[src/rtl/adder_serial_chunked.sv]
// ---------------------------------------------------------------------------
// adder_serial_chunked
//
// Multi-cycle adder. It sums two WIDTH-bit operands CHUNK bits per clock and
// carries between chunks through a one-bit register. Operands are accepted
// over a valid/ready handshake. The result is offered over a second
// valid/ready handshake and is held until downstream accepts it.
//
// Parameters:
//   WIDTH  operand and sum width (>= 1, multiple of CHUNK)
//   CHUNK  bits added per cycle (1 .. WIDTH)
//
// Ports:
//   clk_i    rising-edge clock
//   rst_ni   asynchronous active-low reset
//   valid_i  operands valid           ready_o  block idle, operands accepted
//   A_i,B_i  operands                 cin_i    carry in
//   valid_o  result valid             ready_i  downstream takes result
//   SUM_o    registered sum           cout_o   registered final carry out
//
// Optional feature (macro ADDER_SERIAL_SUB_EN):
//   Adds input sub_i, captured together with the operands. When sub_i=1 the
//   block computes A + ~B + 1 and ignores cin_i. cout_o=1 then means no
//   borrow.
// ---------------------------------------------------------------------------
module adder_serial_chunked #(
  parameter int WIDTH = 32,
  parameter int CHUNK = 8
) (
  input  logic             clk_i,
  input  logic             rst_ni,
  input  logic             valid_i,
  output logic             ready_o,
  input  logic [WIDTH-1:0] A_i,
  input  logic [WIDTH-1:0] B_i,
  input  logic             cin_i,
`ifdef ADDER_SERIAL_SUB_EN
  input  logic             sub_i,
`endif
  output logic             valid_o,
  input  logic             ready_i,
  output logic [WIDTH-1:0] SUM_o,
  output logic             cout_o
);

  localparam int NCHUNK = WIDTH / CHUNK;
  localparam int CW     = (NCHUNK > 1) ? $clog2(NCHUNK) : 1;
  localparam logic [CW-1:0] LAST = CW'(NCHUNK - 1);

  typedef enum logic [1:0] {IDLE, BUSY, DONE} state_t;

  state_t state_q, state_d;

  // Operands and sum are stored as CHUNK-wide slices, so the active chunk
  // can be selected directly by the counter.
  logic [NCHUNK-1:0][CHUNK-1:0] a_q, a_d;
  logic [NCHUNK-1:0][CHUNK-1:0] b_q, b_d;
  logic [NCHUNK-1:0][CHUNK-1:0] sum_q, sum_d;
  logic                         carry_q, carry_d;
  logic                         cout_q, cout_d;
  logic [CW-1:0]                cnt_q, cnt_d;

  logic [CHUNK:0] chunk_sum;
  logic           b_inv;
  logic           cin_eff;

  // Subtraction is a + ~b + 1. B is inverted and the carry is forced at
  // capture, so the BUSY datapath is the same for add and subtract.
`ifdef ADDER_SERIAL_SUB_EN
  assign b_inv   = sub_i;
  assign cin_eff = sub_i ? 1'b1 : cin_i;
`else
  assign b_inv   = 1'b0;
  assign cin_eff = cin_i;
`endif

  assign chunk_sum = {1'b0, a_q[cnt_q]} + {1'b0, b_q[cnt_q]}
                   + {{CHUNK{1'b0}}, carry_q};

  // NOTE: every signal driven here first receives its default (hold)
  // value. A path that leaves a signal unassigned would infer a latch.
  always_comb begin
    state_d = state_q;
    a_d     = a_q;
    b_d     = b_q;
    sum_d   = sum_q;
    carry_d = carry_q;
    cout_d  = cout_q;
    cnt_d   = cnt_q;

    unique case (state_q)
      IDLE: begin
        if (valid_i) begin
          a_d     = A_i;
          b_d     = B_i ^ {WIDTH{b_inv}};
          carry_d = cin_eff;
          cnt_d   = '0;
          state_d = BUSY;
        end
      end
      BUSY: begin
        sum_d[cnt_q] = chunk_sum[CHUNK-1:0];
        carry_d      = chunk_sum[CHUNK];
        if (cnt_q == LAST) begin
          cout_d  = chunk_sum[CHUNK];
          cnt_d   = '0;
          state_d = DONE;
        end else begin
          cnt_d = cnt_q + CW'(1);
        end
      end
      DONE: begin
        if (ready_i) state_d = IDLE;
      end
      default: state_d = IDLE;
    endcase
  end

  // NOTE: sequential state uses non-blocking assignments only. Every
  // register then samples pre-edge values, whatever order they are
  // written in.
  always_ff @(posedge clk_i or negedge rst_ni) begin
    if (!rst_ni) begin
      state_q <= IDLE;
      a_q     <= '0;
      b_q     <= '0;
      sum_q   <= '0;
      carry_q <= 1'b0;
      cout_q  <= 1'b0;
      cnt_q   <= '0;
    end else begin
      state_q <= state_d;
      a_q     <= a_d;
      b_q     <= b_d;
      sum_q   <= sum_d;
      carry_q <= carry_d;
      cout_q  <= cout_d;
      cnt_q   <= cnt_d;
    end
  end

  assign ready_o = (state_q == IDLE);
  assign valid_o = (state_q == DONE);
  assign SUM_o   = sum_q;
  assign cout_o  = cout_q;

endmodule

[config.mk]
export PLATFORM = sky130hd
export DESIGN_NAME = adder_serial_chunked
export DESIGN_NICKNAME = d
export VERILOG_FILES = /design/src/rtl/adder_serial_chunked.sv
export SDC_FILE = /design/constraint.sdc
export NUM_CORES = 1
export LEC_CHECK = 0
export BUFFER_PORTS_ARGS = -buffer_cell sky130_fd_sc_hd__buf_2
export CAP_MARGIN = 5
export CELL_PAD_IN_SITES_DETAIL_PLACEMENT = 0
export CELL_PAD_IN_SITES_GLOBAL_PLACEMENT = 1
export CORE_MARGIN = 8
export CORE_UTILIZATION = 36
export CTS_CLUSTER_SIZE = 14
export DETAILED_ROUTE_END_ITERATION = 12
export PLACE_DENSITY_LB_ADDON = 0.1
export SYNTH_ARGS = -nofsm -noshare
export SYNTH_HDL_FRONTEND = slang
export SYNTH_SLANG_ARGS = --single-unit
[constraint.sdc]
create_clock -name clk_i -period 8.05 [get_ports clk_i]
set_input_delay 0 -clock clk_i [delete_from_list [all_inputs] [get_ports clk_i]]
set_output_delay 0 -clock clk_i [all_outputs]
set_load 0.03 [all_outputs]
# After elaboration in Yosys (flattened, before gate mapping)
# Cells that the tools add are included.
[totals]
input_bits = 69
reg_bits = 102
out_inout_bits = 35
elab_cells = 50
[op_classes]
magnitude_cmp = 2
addsub = 3
mux = 16
n_reduce_logical = 7
n_eq_ne = 6
[op_table]
columns = ["operator", "count"]
rows = [
  ["8-bit binary-select mux with 2-bit select", 2],
  ["32-bit bitwise mux", 1],
  ["8-bit two-way mux", 3],
  ["8-bit demux with 2-bit select", 1],
  ["2-bit two-way mux", 5],
  ["8-bit by 8-bit adder with 9-bit output", 1],
  ["9-bit by 1-bit adder with 9-bit output", 1],
  ["2-bit one-hot mux with 3 select lines", 1],
  ["2-bit AND reduction", 3],
  ["2-bit == test, second input constant", 2],
  ["2-bit inequality test, second input constant", 2],
  ["2-bit one-hot mux with 2 select lines", 1],
  ["2-bit by 3-bit less-than comparator with 1-bit output, second input constant", 1],
  ["3-bit AND reduction", 1],
  ["2-bit by 1-bit adder with 2-bit output, second input constant", 1],
  ["2-bit by 1-bit == test with 1-bit output, second input constant", 1],
  ["2-bit by 1-bit greater-or-equal comparator with 1-bit output, second input constant", 1],
  ["2-bit logical NOT", 1],
  ["2-bit by 1-bit inequality test with 1-bit output, second input constant", 1],
  ["1-bit one-hot mux with 2 select lines", 1],
  ["2-bit nonzero test", 1],
  ["1-bit logical AND", 1],
  ["1-bit two-way mux", 1],
]

# Longest topological paths before layout
# Gate-level depths: netlist (run 1).
[depth]
depth_word = 5
ltp_mapped = 9
depth_no_buf = 7

# Least setup slack after synthesis (run 1)
# Ideal clock, no wire load.
[synth_timing]
path_kind = "flip-flop to flip-flop"
startpoint = "register cnt_q[0]"
endpoint = "register sum_q, in the netlist SUM_o[12]"
arrival_time_ns = 2.730
required_ns = 7.917
synth_period_minus_slack_ns = 2.863
path_stages_with_launch = 9
n_path_buf = 1
setup_time_ns = 0.133
slack_ns = 5.187
path_cell_list = "dfrtp_1 -> buf_2 -> mux4_2 -> fa_1 -> fa_1 -> a21o_1 -> a21o_1 -> xnor2_1 -> o21ai_0"
[synth_between]
elab_chain_cells = 5
word_cells_on_any_way = 12
classes_between = "add/sub: 2; order compare: 2; mux: 7; reduce/logical: 1"
[synth_rtl]
columns = ["item", "line", "source"]
rows = [
  ["start, declared", "61", "logic [CW-1:0] cnt_q, cnt_d;"],
  ["start signal, assigned", "138", "cnt_q <= cnt_d;"],
  ["8-bit binary-select mux with 2-bit select (tied with other cells)", "77", "assign chunk_sum = {1'b0, a_q[cnt_q]} + {1'b0, b_q[cnt_q]}"],
  ["8-bit two-way mux (not written as such) or 1-bit logical AND (tied branches)", "77, 102", ""],
  ["8-bit by 8-bit adder with 9-bit output or 8-bit two-way mux (tied branches)", "77, 102", ""],
  ["9-bit by 1-bit adder with 9-bit output or 8-bit demux with 2-bit select (tied branches)", "78, 102", ""],
  ["32-bit bitwise mux (*)", "102", "sum_d[cnt_q] = chunk_sum[CHUNK-1:0];"],
  ["end signal, assigned", "135", "sum_q <= sum_d;"],
  ["end, declared", "58", "logic [NCHUNK-1:0][CHUNK-1:0] sum_q, sum_d;"],
]
# Mark *: on every way between the ends. The rest lies on a longest branch, timed or not. The select of a mux whose other input is x is not followed.
# A chain may end at the register's enable or synchronous reset.

# Final worst setup path (run 1)
[layout_timing]
startpoint = "register cnt_q[0]"
endpoint = "register sum_q, in the netlist SUM_o[20]"
# The elaborated chain is that of the path after synthesis.

==> results by group, run 1 <==
Run status
  – Status: complete, no violations

GRT
  – GRT met1 Usage: 19.6%
  – M3 GR Usage: 3.10%
  – Largest net degree at the start of global routing: 69
  – Met2 Usage GRT: 25.0%
  – Global-route wire length before repair: 20,100 um
  – Vias in the first global route: 4,025
  – GRT overflow: 0
  – Initial antenna violation count: 0
  – GRT Max-Usage Layer: met2
  – Total Routing Usage GR: 15.3%

Worst setup path
  – Depth of the most critical reg-to-reg path: 8
  – FF-to-FF End: SUM_o[20]$_DFFE_PN0P_
  – Critical path origin: cnt_q[0]$_DFFE_PN0P_
  – Crit path to: SUM_o[20]$_DFFE_PN0P_
  – Worst Path Arrival: 3.56 ns
  – Setup crit start kind: register
  – Critical Path End Type: register
  – Max stage delay cell, worst path: dfrtp_1
  – CP Cell Sequence: buf_4, mux4_2, fa_1, fa_1, a21o_1, a21o_1, xnor2_1, o21ai_0
  – Reg-to-reg setup timing slack: 4.69 ns
  – Max Fanout on Critical Path: 12
  – Worst r2r src: cnt_q[0]$_DFFE_PN0P_
  – Crit path kind: register to register
  – Req. time, crit path: 8.25 ns
  – CP peak stage delay: 0.60 ns

Yosys
  – Seq cells post-synth: 102
  – Yosys Warn Count: 0
  – Yosys top cell area share: 54.5%
  – Main area contributors after synthesis: dfrtp_1 55%, nand2_1 19%, mux4_2 7.7%
  – Post-synth cell types: 32
  – Mapped Nets: 568
  – Yosys top cell by area: dfrtp_1
  – Cell area after synthesis: 0.00468 sq mm
  – Post-synth top cells: 239 x nand2_1, 102 x dfrtp_1, 19 x o21ai_0, 16 x mux4_2, 12 x buf_2
  – Ys async rst share: 100%
  – Most frequent cell after synthesis: nand2_1
  – Synth Instances: 486
  – Post-synth top flop: dfrtp_1
  – Register area share after synthesis: 54.5%
  – Number of synthesized flops with an enable pin: 0
  – Post-Syn Area per Cell: 9.63 sq um

Final layout
  – Fillcell total: 1,253
  – Final instance area: 0.00625 sq mm
  – Footprint of the multi-input gates: 0.00195 sq mm
  – Antenna diodes: 0
  – Final nets: 727
  – Final core area utilization: 49.3%
  – Area grow syn2layout: 33.5%
  – Share of cells above drive strength 1: 21.6%
  – Register area: 0.00255 sq mm

Clocking
  – CTS tree: built
  – CTS buffer count: 9
  – Clock transition at path regs: 0.07 ns
  – # H-tree levels: 3
  – CTS root buf: clkbuf_16
  – Clock sinks: 102
  – CTS max path bufs: 2
  – Post-CTS setup buffer count: 0
  – Worst skew pair latency: 0.35 ns

STA
  – Worst-Margin Slew: 1.05 ns
  – Slew HR: 30.0%
  – Final Critical Period: 3.36 ns
  – Unrepaired setup endpoints after global routing: no
  – Max Clock Skew: 0.00741 ns
  – Max frequency: 297 MHz
  – Setup-failing EPs final: 0
  – Max-slew violation count: 0
  – Final period utilization: 41.8%
  – Total negative slack: 0 ns
  – Worst hold slack: 0.174 ns
  – Final Hold Viols: 0

Drt
  – Initial DRC count: 189
  – DR pass1 iterations: 4
  – Vias per Instance: 4.63
  – Detail Route Antenna Nets: 0
  – Final wirelength: 12,000 um
  – DRC: 0
  – Via Count: 3,801
  – WL/cell: 14.6 um

Placed design
  – Routability cong.: 0.750
  – Port Buffers: 103
  – Dpl hpwl: 8560 um
  – Placed cell area: 0.00529 sq mm

Die
  – Die W: 130 um
  – Die area: 0.0169 sq mm
  – Initial Util: 37.0%
  – Row cnt: 41
  – I/O pins: 104
  – Die Height: 130 um
  – Core area: 0.0127 sq mm

Power
  – Pleak: 0.00324 uW
  – Total chip power: 2810 uW
  – Power density cells: 449 mW/mm^2
  – Max VDD drop: 0.000204 V

Flow run
  – Max-cap violations: 0

Worst hold path
  – Hold crit path type: primary input to async pin
metal layers:
metal,part of all wire [%],up-vias
li1,-,1920
met1,47,1787
met2,47,84
met3,4.4,10
met4,1.4,0
met5,0,-
power breakdown:
part	switching, uW	leakage [uW]	internal (uW)	total, uW
registers	157	0.00127	758	915
clock network	184	0.000141	247	431
logic	922	0.00183	539	1460
through the flow:
step,worst slack (ns),instances
2_1_floorplan,5.19,486
3_3_place_gp,4.68,739
3_5_place_dp,4.60,739
4_1_cts,4.59,821
5_1_grt,4.40,821
6_report,4.69,821
flip-flops by register name, summed over array words and instances (netlist names):
register / count
a_q: 32
cnt_q: 2
SUM_o: 32
carry_q: 1
cout_o: 1
state_q: 2
b_q: 32
cells in the final DEF, fill, tap and decap left out, drive strengths merged, types with 2 or more instances in the layout:
master / Yosys / routed
nor2: 3 / 3
nand3b: 4 / 4
ha: 11 / 11
nand2b: 2 / 2
buf: 18 / 106
fa: 2 / 2
inv: 8 / 8
clkbuf: 7 / 11
o2111ai: 4 / 4
xnor2: 3 / 3
o21ai: 24 / 24
dfrtp: 102 / 102
or4: 4 / 4
a21oi: 11 / 11
nor3: 4 / 4
nand3: 6 / 6
dlygate4sd3: 0 / 67
o31ai: 6 / 6
a21o: 4 / 4
nand2: 239 / 239
clkinv: 0 / 2
mux4: 16 / 16
worst min path at each step:
stage                            to    from  slack (ns)
4_1_cts        SUM_o[5]$_DFFE_PN0P_  rst_ni        0.19
3_5_place_dp   SUM_o[5]$_DFFE_PN0P_  rst_ni        0.02
3_3_place_gp   SUM_o[3]$_DFFE_PN0P_  rst_ni        0.02
5_1_grt        SUM_o[5]$_DFFE_PN0P_  rst_ni        0.22
2_1_floorplan  SUM_o[0]$_DFFE_PN0P_  rst_ni       -0.30
6_report       SUM_o[5]$_DFFE_PN0P_  rst_ni        0.17
repair_timing:
item / in CTS / in global routing
resized for setup: 0 / 0
hold buffers: 67 / 0
hold endpoints to repair: 107 / 0
kinds of logic after synthesis:
| family | Yosys count | synth area share (%) |
|---|---|---|
| XOR/XNOR | 4 | 0.748 |
| AO/OA/AOI/OAI | 52 | 6.73 |
| multiplexers | 16 | 7.70 |
| adder cells (fa/ha/maj) | 13 | 3.79 |
| buffers and inverters | 33 | 3.85 |
| flip-flops | 102 | 54.5 |
| AND/OR/NAND/NOR | 266 | 22.7 |
cell type report:
class / instances / share of cell area (%)
clock buffers: 11 / 3.88
clock inverters: 4 / 0.761
inverters: 8 / 0.480
multi-input cells: 351 / 31.2
flip-flops and latches: 102 / 40.8
well taps: 172 / 3.44
repair buffers: 173 / 19.4
critical path: cells and delay by family, from the launching register on:
kind / cells / cell delay, ns
buffers and inverters: 1 / 0.35
adders and majority gates: 2 / 0.88
xor gates and xnor gates: 1 / 0.26
DFF: 1 / 0.60
AOI/OAI and AO/OA: 3 / 0.58
muxes: 1 / 0.56
Note: power is estimated with default switching activity, not from simulation.
==> run 2: changes to the inputs <==
Clock period 8.05 ns to 3.2 ns, I/O delays scaled along.
==> run 2 against run 1 <==
Against the previous run:
- die area stayed put
- final area is 2.0% higher
- non-clock buffer count is 9 higher
- cell count is 1.2% higher
- routed wire length is 0.96% higher
- clock skew is 0.0011 ns lower
- count of clock-buffer cells in the layout stayed put
- fmax is 18% higher
- sequential power is 150% higher
- critical path depth is 1 lower
- via count is 1.7% higher
- critical path type unchanged
- largest power group unchanged
==> results by group, run 2 (same netlist as run 1, synthesis figures left out) <==
Run status
  – Status: complete, no violations

STA
  – Total negative slack: 0 ns (unchanged)
  – Worst-Margin Slew: 0.986 ns (-0.0640 ns)
  – Final Hold Viols: 0 (unchanged)
  – Max frequency: 352 MHz (+18%)
  – Final period utilization: 88.8% (+47 points)
  – Slew HR: 34.2% (+4.3 points)
  – Unrepaired setup endpoints after global routing: no
  – Final Critical Period: 2.84 ns (-0.523 ns)
  – Setup-failing EPs final: 0 (unchanged)
  – Max Clock Skew: 0.00632 ns (-0.00109 ns)
  – Max-slew violation count: 0 (unchanged)

Drt
  – Detail Route Antenna Nets: 0 (unchanged)
  – Via Count: 3,864 (+1.7%)
  – Vias per Instance: 4.65 (+0.43%)
  – WL/cell: 14.5 um (-0.25%)
  – Final wirelength: 12,100 um (+0.96%)
  – DRC: 0 (unchanged)
  – DR pass1 iterations: 4 (unchanged)
  – Initial DRC count: 214 (+13%)

Final layout
  – Commonest non-fill, non-tap cell in the layout: nand2_1
  – Post-Layout Cell Count: 831 (+1.2%)
  – Antenna diodes: 0 (unchanged)
  – Final nets: 736 (+1.2%)
  – Most frequent cells in the layout: 239 x nand2_1, 102 x dfrtp_1, 102 x buf_2, 67 x dlygate4sd3_1, 19 x o21ai_0
  – Area grow syn2layout: 36.2%
  – Final core area utilization: 50.3% (+1.0 points)
  – Share of cells above drive strength 1: 22.8% (+1.2 points)

Clocking
  – CTS tree: built
  – Worst skew pair latency: 0.34 ns (about the same)
  – Clock transition at path regs: 0.07 ns (about the same)
  – Hold_buf cts: 67 (unchanged)
  – # H-tree levels: 3 (unchanged)
  – Clock sinks: 102 (unchanged)
  – Post-CTS setup buffer count: 0 (unchanged)
  – CTS max path bufs: 2 (unchanged)
  – CTS buffer count: 9 (unchanged)
  – Post-cts resize count: 0 (unchanged)
  – CTS root buf: clkbuf_16

GRT
  – Initial antenna violation count: 0 (unchanged)
  – GRT overflow: 0 (unchanged)
  – Global-route wire length before repair: 20,600 um (+2.7%)
  – Total Routing Usage GR: 15.4% (+0.063 points)
  – Largest net degree at the start of global routing: 78 (+13%)
  – Vias in the first global route: 4,083 (+1.4%)

Worst setup path
  – Reg-to-reg setup timing slack: 0.36 ns (-4.33 ns)
  – Worst r2r src: cnt_q[0]$_DFFE_PN0P_
  – Setup crit start kind: register
  – Crit path kind: register to register
  – Req. time, crit path: 3.40 ns (-4.85 ns)
  – Max Fanout on Critical Path: 4 (-8)
  – Depth of the most critical reg-to-reg path: 7 (-1)
  – Critical Path End Type: register
  – FF-to-FF End: SUM_o[12]$_DFFE_PN0P_
  – Worst Path Arrival: 3.04 ns (-0.52 ns)

Placed design
  – Placed Cells: 748 (+1.2%)
  – Dpl hpwl: 8510 um (-0.59%)
  – Port Buffers: 103 (unchanged)
  – Routability cong.: 0.761 (+1.4%)

Worst hold path
  – Hold crit path type: primary input to async pin

Power
  – Pleak: 0.00331 uW (+2.1%)
  – Power density cells: 1150 mW/mm^2 (+160%)
  – Max VDD drop: 0.000508 V (+150%)

Die
  – Row cnt: 41 (unchanged)
  – Die Height: 130 um (unchanged)
  – Initial Util: 37.0% (unchanged)
  – I/O pins: 104 (unchanged)
  – Die area: 0.0169 sq mm (unchanged)
  – Die W: 130 um (unchanged)
  – Core area: 0.0127 sq mm (unchanged)

Flow run
  – Max-cap violations: 0 (unchanged)
run 2: cell count changes in the layout (fill, tap and decap cells not counted):
cell	previous run	this run
bufinv_16	1	3
buf_4	4	13
clkinv_4	0	1
clkinv_2	2	0
run 2: through the flow:
| step | cell area, sq um | hold WS [ns] | total power [uW] | setup WS (ns) |
|---|---|---|---|---|
| final | 6380 | 0.368 | 7320 | 0.360 |
| after global routing | 6380 | 0.389 | 7980 | 0.145 |
| after CTS | 6380 | 0.370 | 7440 | 0.335 |
| after detailed placement | 5360 | 0.194 | 6100 | 0.353 |
| after global placement | 5360 | 0.192 | 6050 | 0.402 |
| after floorplan | 4680 | -0.296 | 4980 | 0.337 |
run 2: worst max-delay path by stage:
stage | cells after the start | from | endpoint | slack (ns)
detailed placement | 7 | cnt_q[0]$_DFFE_PN0P_ | SUM_o[12]$_DFFE_PN0P_ | 0.35
CTS | 7 | cnt_q[0]$_DFFE_PN0P_ | SUM_o[12]$_DFFE_PN0P_ | 0.34
floorplan | 8 | cnt_q[0]$_DFFE_PN0P_ | SUM_o[12]$_DFFE_PN0P_ | 0.34
global placement | 7 | cnt_q[0]$_DFFE_PN0P_ | SUM_o[20]$_DFFE_PN0P_ | 0.40
finish | 7 | cnt_q[0]$_DFFE_PN0P_ | SUM_o[12]$_DFFE_PN0P_ | 0.36
global route | 7 | cnt_q[0]$_DFFE_PN0P_ | SUM_o[12]$_DFFE_PN0P_ | 0.14
run 2: per-layer routing:
metal | up-vias | global-route usage, % | share of wire, %
met2 | 72 | 25.0 | 47
li1 | 1936 | - | -
met4 | 0 | 3.69 | 0.81
met5 | - | 0 | 0
met3 | 5 | 3.26 | 4.4
met1 | 1851 | 20.4 | 47
run 2: final cells by class:
type / instances / area [sq um]
tap: 172 / 215
multi-input combinational: 351 / 1950
timing repair buffer: 182 / 1280
fill: 1246 / 6290
inverter: 8 / 30.0
sequential: 102 / 2550
clock buffer: 11 / 243
clock inverter: 5 / 106
run 2: worst max-delay path, cell delays in order, from the launching register on:
cell and delay [ns]:
dfrtp_1 0.44, mux4_2 0.55, fa_1 0.46, fa_1 0.42, a21o_1 0.22, a21o_1 0.21
xnor2_1 0.26, o21ai_0 0.13
run 2: power breakdown:
part / leakage, uW / switching [uW] / internal, uW / total (uW)
logic: 0.00187 / 2400 / 1420 / 3810
registers: 0.00127 / 343 / 1910 / 2250
clock network: 0.000166 / 468 / 787 / 1260
total: 0.00331 / 3210 / 4110 / 7320
==> run 3: changes to the inputs <==
Settings changed: GPL_TIMING_DRIVEN set to 0, RECOVER_POWER set to 100.
==> run 3 against run 2 <==
Against the previous run:
- the flow now finishes with violations (capacitance limit, slew limit)
- largest power group unchanged
- final area shrank 0.41%
- hold slack lost 0.039 ns
- count of clock-buffer cells in the layout grew 2
- combinational power grew 7.9%
- cell count grew 1.4%
- critical path type unchanged
- clock skew shrank 0.0012 ns
- fmax shrank 5.9%
- register-to-register slack lost 0.18 ns
==> results by group, run 3 (same netlist as run 1, synthesis figures left out) <==
Drt
  – DR pass1 iterations: 5 (+1)
  – WL/cell: 15.8 um (+8.5%)
  – Via Count: 3,919 (+1.4%)
  – DRC: 0 (unchanged)
  – Initial DRC count: 167 (-22%)
  – Vias per Instance: 4.65 (about the same)
  – WL met2: 6290 um (+9.9%)
  – Detail Route Antenna Nets: 0 (unchanged)
  – WL met1: 6220 um (+8.9%)
  – Uppermost layer routed: met4
  – Met3 wire len: 596 um (+12%)
  – Final wirelength: 13,300 um (+10%)

GRT
  – Largest net degree at the start of global routing: 57 (-27%)
  – Vias in the first global route: 4,161 (+1.9%)
  – GRT overflow: 0 (unchanged)
  – Total Routing Usage GR: 16.8% (+1.5 points)
  – Global-route wire length before repair: 21,500 um (+4.5%)
  – Initial antenna violation count: 0 (unchanged)

Run status
  – Status: complete, but fails checks
  – Failing checks: capacitance limit, slew limit

Final layout
  – Share of cells above drive strength 1: 16.5% (-6.2 points)
  – Most frequent cells in the layout: 239 x nand2_1, 102 x dfrtp_1, 72 x buf_2, 67 x dlygate4sd3_1, 52 x clkbuf_1
  – Final nets: 750 (+1.9%)
  – Footprint of the multi-input gates: 0.00198 sq mm (+1.5%)
  – Commonest non-fill, non-tap cell in the layout: nand2_1
  – Register area: 0.00255 sq mm (unchanged)
  – Final core area utilization: 50.1% (-0.21 points)
  – Post-Layout Cell Count: 843 (+1.4%)
  – Area grow syn2layout: 35.6%
  – Fillcell total: 1,262 (+1.3%)
  – Antenna diodes: 0 (unchanged)

Worst setup path
  – Worst Path Arrival: 3.24 ns (+0.20 ns)
  – CP peak stage delay: 0.55 ns (about the same)
  – Critical Path End Type: register
  – Max stage delay cell, worst path: mux4_2
  – Setup crit start kind: register
  – Max Fanout on Critical Path: 10 (+6)
  – Req. time, crit path: 3.42 ns (+0.02 ns)
  – Crit path kind: register to register
  – CP Cell Sequence: buf_6, mux4_2, fa_1, fa_1, a21o_1, a21o_1, xnor2_4, o21ai_0

STA
  – Max Clock Skew: 0.00507 ns (-0.00125 ns)
  – Slew HR: -77.6% (-110 points)
  – Final period utilization: 94.4% (+5.6 points)
  – Total negative slack: 0 ns (unchanged)
  – Unrepaired setup endpoints after global routing: no
  – Max-slew violation count: 47 (+47)
  – Max frequency: 331 MHz (-5.9%)
  – Final Hold Viols: 0 (unchanged)
  – Final Critical Period: 3.02 ns (+0.180 ns)
  – Worst-Margin Slew: 2.66 ns (+1.68 ns)
  – Setup-failing EPs final: 0 (unchanged)

Die
  – Row cnt: 41 (unchanged)
  – I/O pins: 104 (unchanged)
  – Initial Util: 37.0% (unchanged)
  – Die W: 130 um (unchanged)
  – Die area: 0.0169 sq mm (unchanged)
  – Core area: 0.0127 sq mm (unchanged)
  – Die Height: 130 um (unchanged)

Placed design
  – Placed Cells: 762 (+1.9%)
  – Routability cong.: 0.743 (-2.4%)
  – Port Buffers: 103 (unchanged)
  – Dpl hpwl: 9540 um (+12%)

Power
  – Pleak: 0.00318 uW (-3.9%)
  – Power density cells: 1160 mW/mm^2 (+1.2%)
  – Max VDD drop: 0.000514 V (+1.1%)

Clocking
  – # H-tree levels: 3 (unchanged)
  – Clock transition at path regs: 0.06 ns (about the same)
  – Clock sinks: 102 (unchanged)
  – CTS max path bufs: 2 (unchanged)
  – CTS buffer count: 9 (unchanged)
  – Worst skew pair latency: 0.35 ns (about the same)
  – CTS tree: built
  – CTS root buf: clkbuf_16

Worst hold path
  – Hold crit path type: primary input to register

Flow run
  – Max-cap violations: 1 (+1)
[run 3: cell types whose count changed in the layout (fill, tap and decap cells not counted), sizes merged]
| cell | before | now |
|---|---|---|
| bufinv | 3 | 0 |
| clkbuf | 11 | 65 |
| buf | 115 | 77 |
| clkinvlp | 1 | 0 |
[run 3: final timing paths]
path / end / cells after the start / slack (ns) / start
max in group asynchronous: b_q[1]$_DFFE_PN0P_ / 2 / 0.66 / rst_ni
min reg2reg: a_q[25]$_DFFE_PN0P_ / 2 / 0.47 / a_q[25]$_DFFE_PN0P_
max reg2reg: SUM_o[28]$_DFFE_PN0P_ / 8 / 0.18 / cnt_q[0]$_DFFE_PN0P_
min: b_q[6]$_DFFE_PN0P_ / 5 / 0.33 / valid_i
min in group asynchronous: SUM_o[4]$_DFFE_PN0P_ / 2 / 1.03 / rst_ni
max: SUM_o[28]$_DFFE_PN0P_ / 8 / 0.18 / cnt_q[0]$_DFFE_PN0P_
[run 3: layout make-up]
class | count | area share, %
sequential | 102 | 40.2
multi-input combinational | 351 | 31.2
timing repair buffer | 171 | 18.4
clock buffer | 13 | 4.26
tap | 172 | 3.39
buffer | 25 | 2.01
inverter | 8 | 0.473
clock inverter | 1 | 0.0788
[run 3: routing by layer]
| metal | up-vias | track usage, % |
|---|---|---|
| li1 | 1950 | - |
| met1 | 1854 | 21.6 |
| met2 | 100 | 27.2 |
| met3 | 15 | 4.65 |
| met4 | 0 | 4.92 |
| met5 | - | 0 |
[run 3: worst max-delay path: cells and delay by family, from the launching register on]
| family | cells | cell delay, ns |
|---|---|---|
| muxes | 1 | 0.55 |
| AOI/OAI and AO/OA | 3 | 0.63 |
| xor gates and xnor gates | 1 | 0.22 |
| buffers and inverters | 1 | 0.20 |
| DFF | 1 | 0.39 |
| adders and majority gates | 2 | 0.89 |
[run 3: where the power goes]
part / internal [uW] / leakage [uW] / switching [uW]
clock: 582 / 0.000138 / 454
combinational: 1470 / 0.00177 / 2640
sequential: 1910 / 0.00127 / 323
[run 3: per-stage QoR]
step	setup slack (ns)	cell area (sq um)	power, uW	hold slack, ns
floorplan	0.337	4680	4980	-0.296
global placement	-0.164	5410	6170	0.189
detailed placement	-0.171	5440	6250	0.0681
CTS	0.0999	6400	7420	0.225
global route	0.0280	6350	8010	0.372
finish	0.180	6350	7380	0.329
[run 3: what timing repair did]
action	in CTS	in global routing
hold buffers	67	0
gates resized for setup	3	4
buffers inserted	0	0
hold endpoints to repair	112	0
endpoints found under the setup margin	4	9
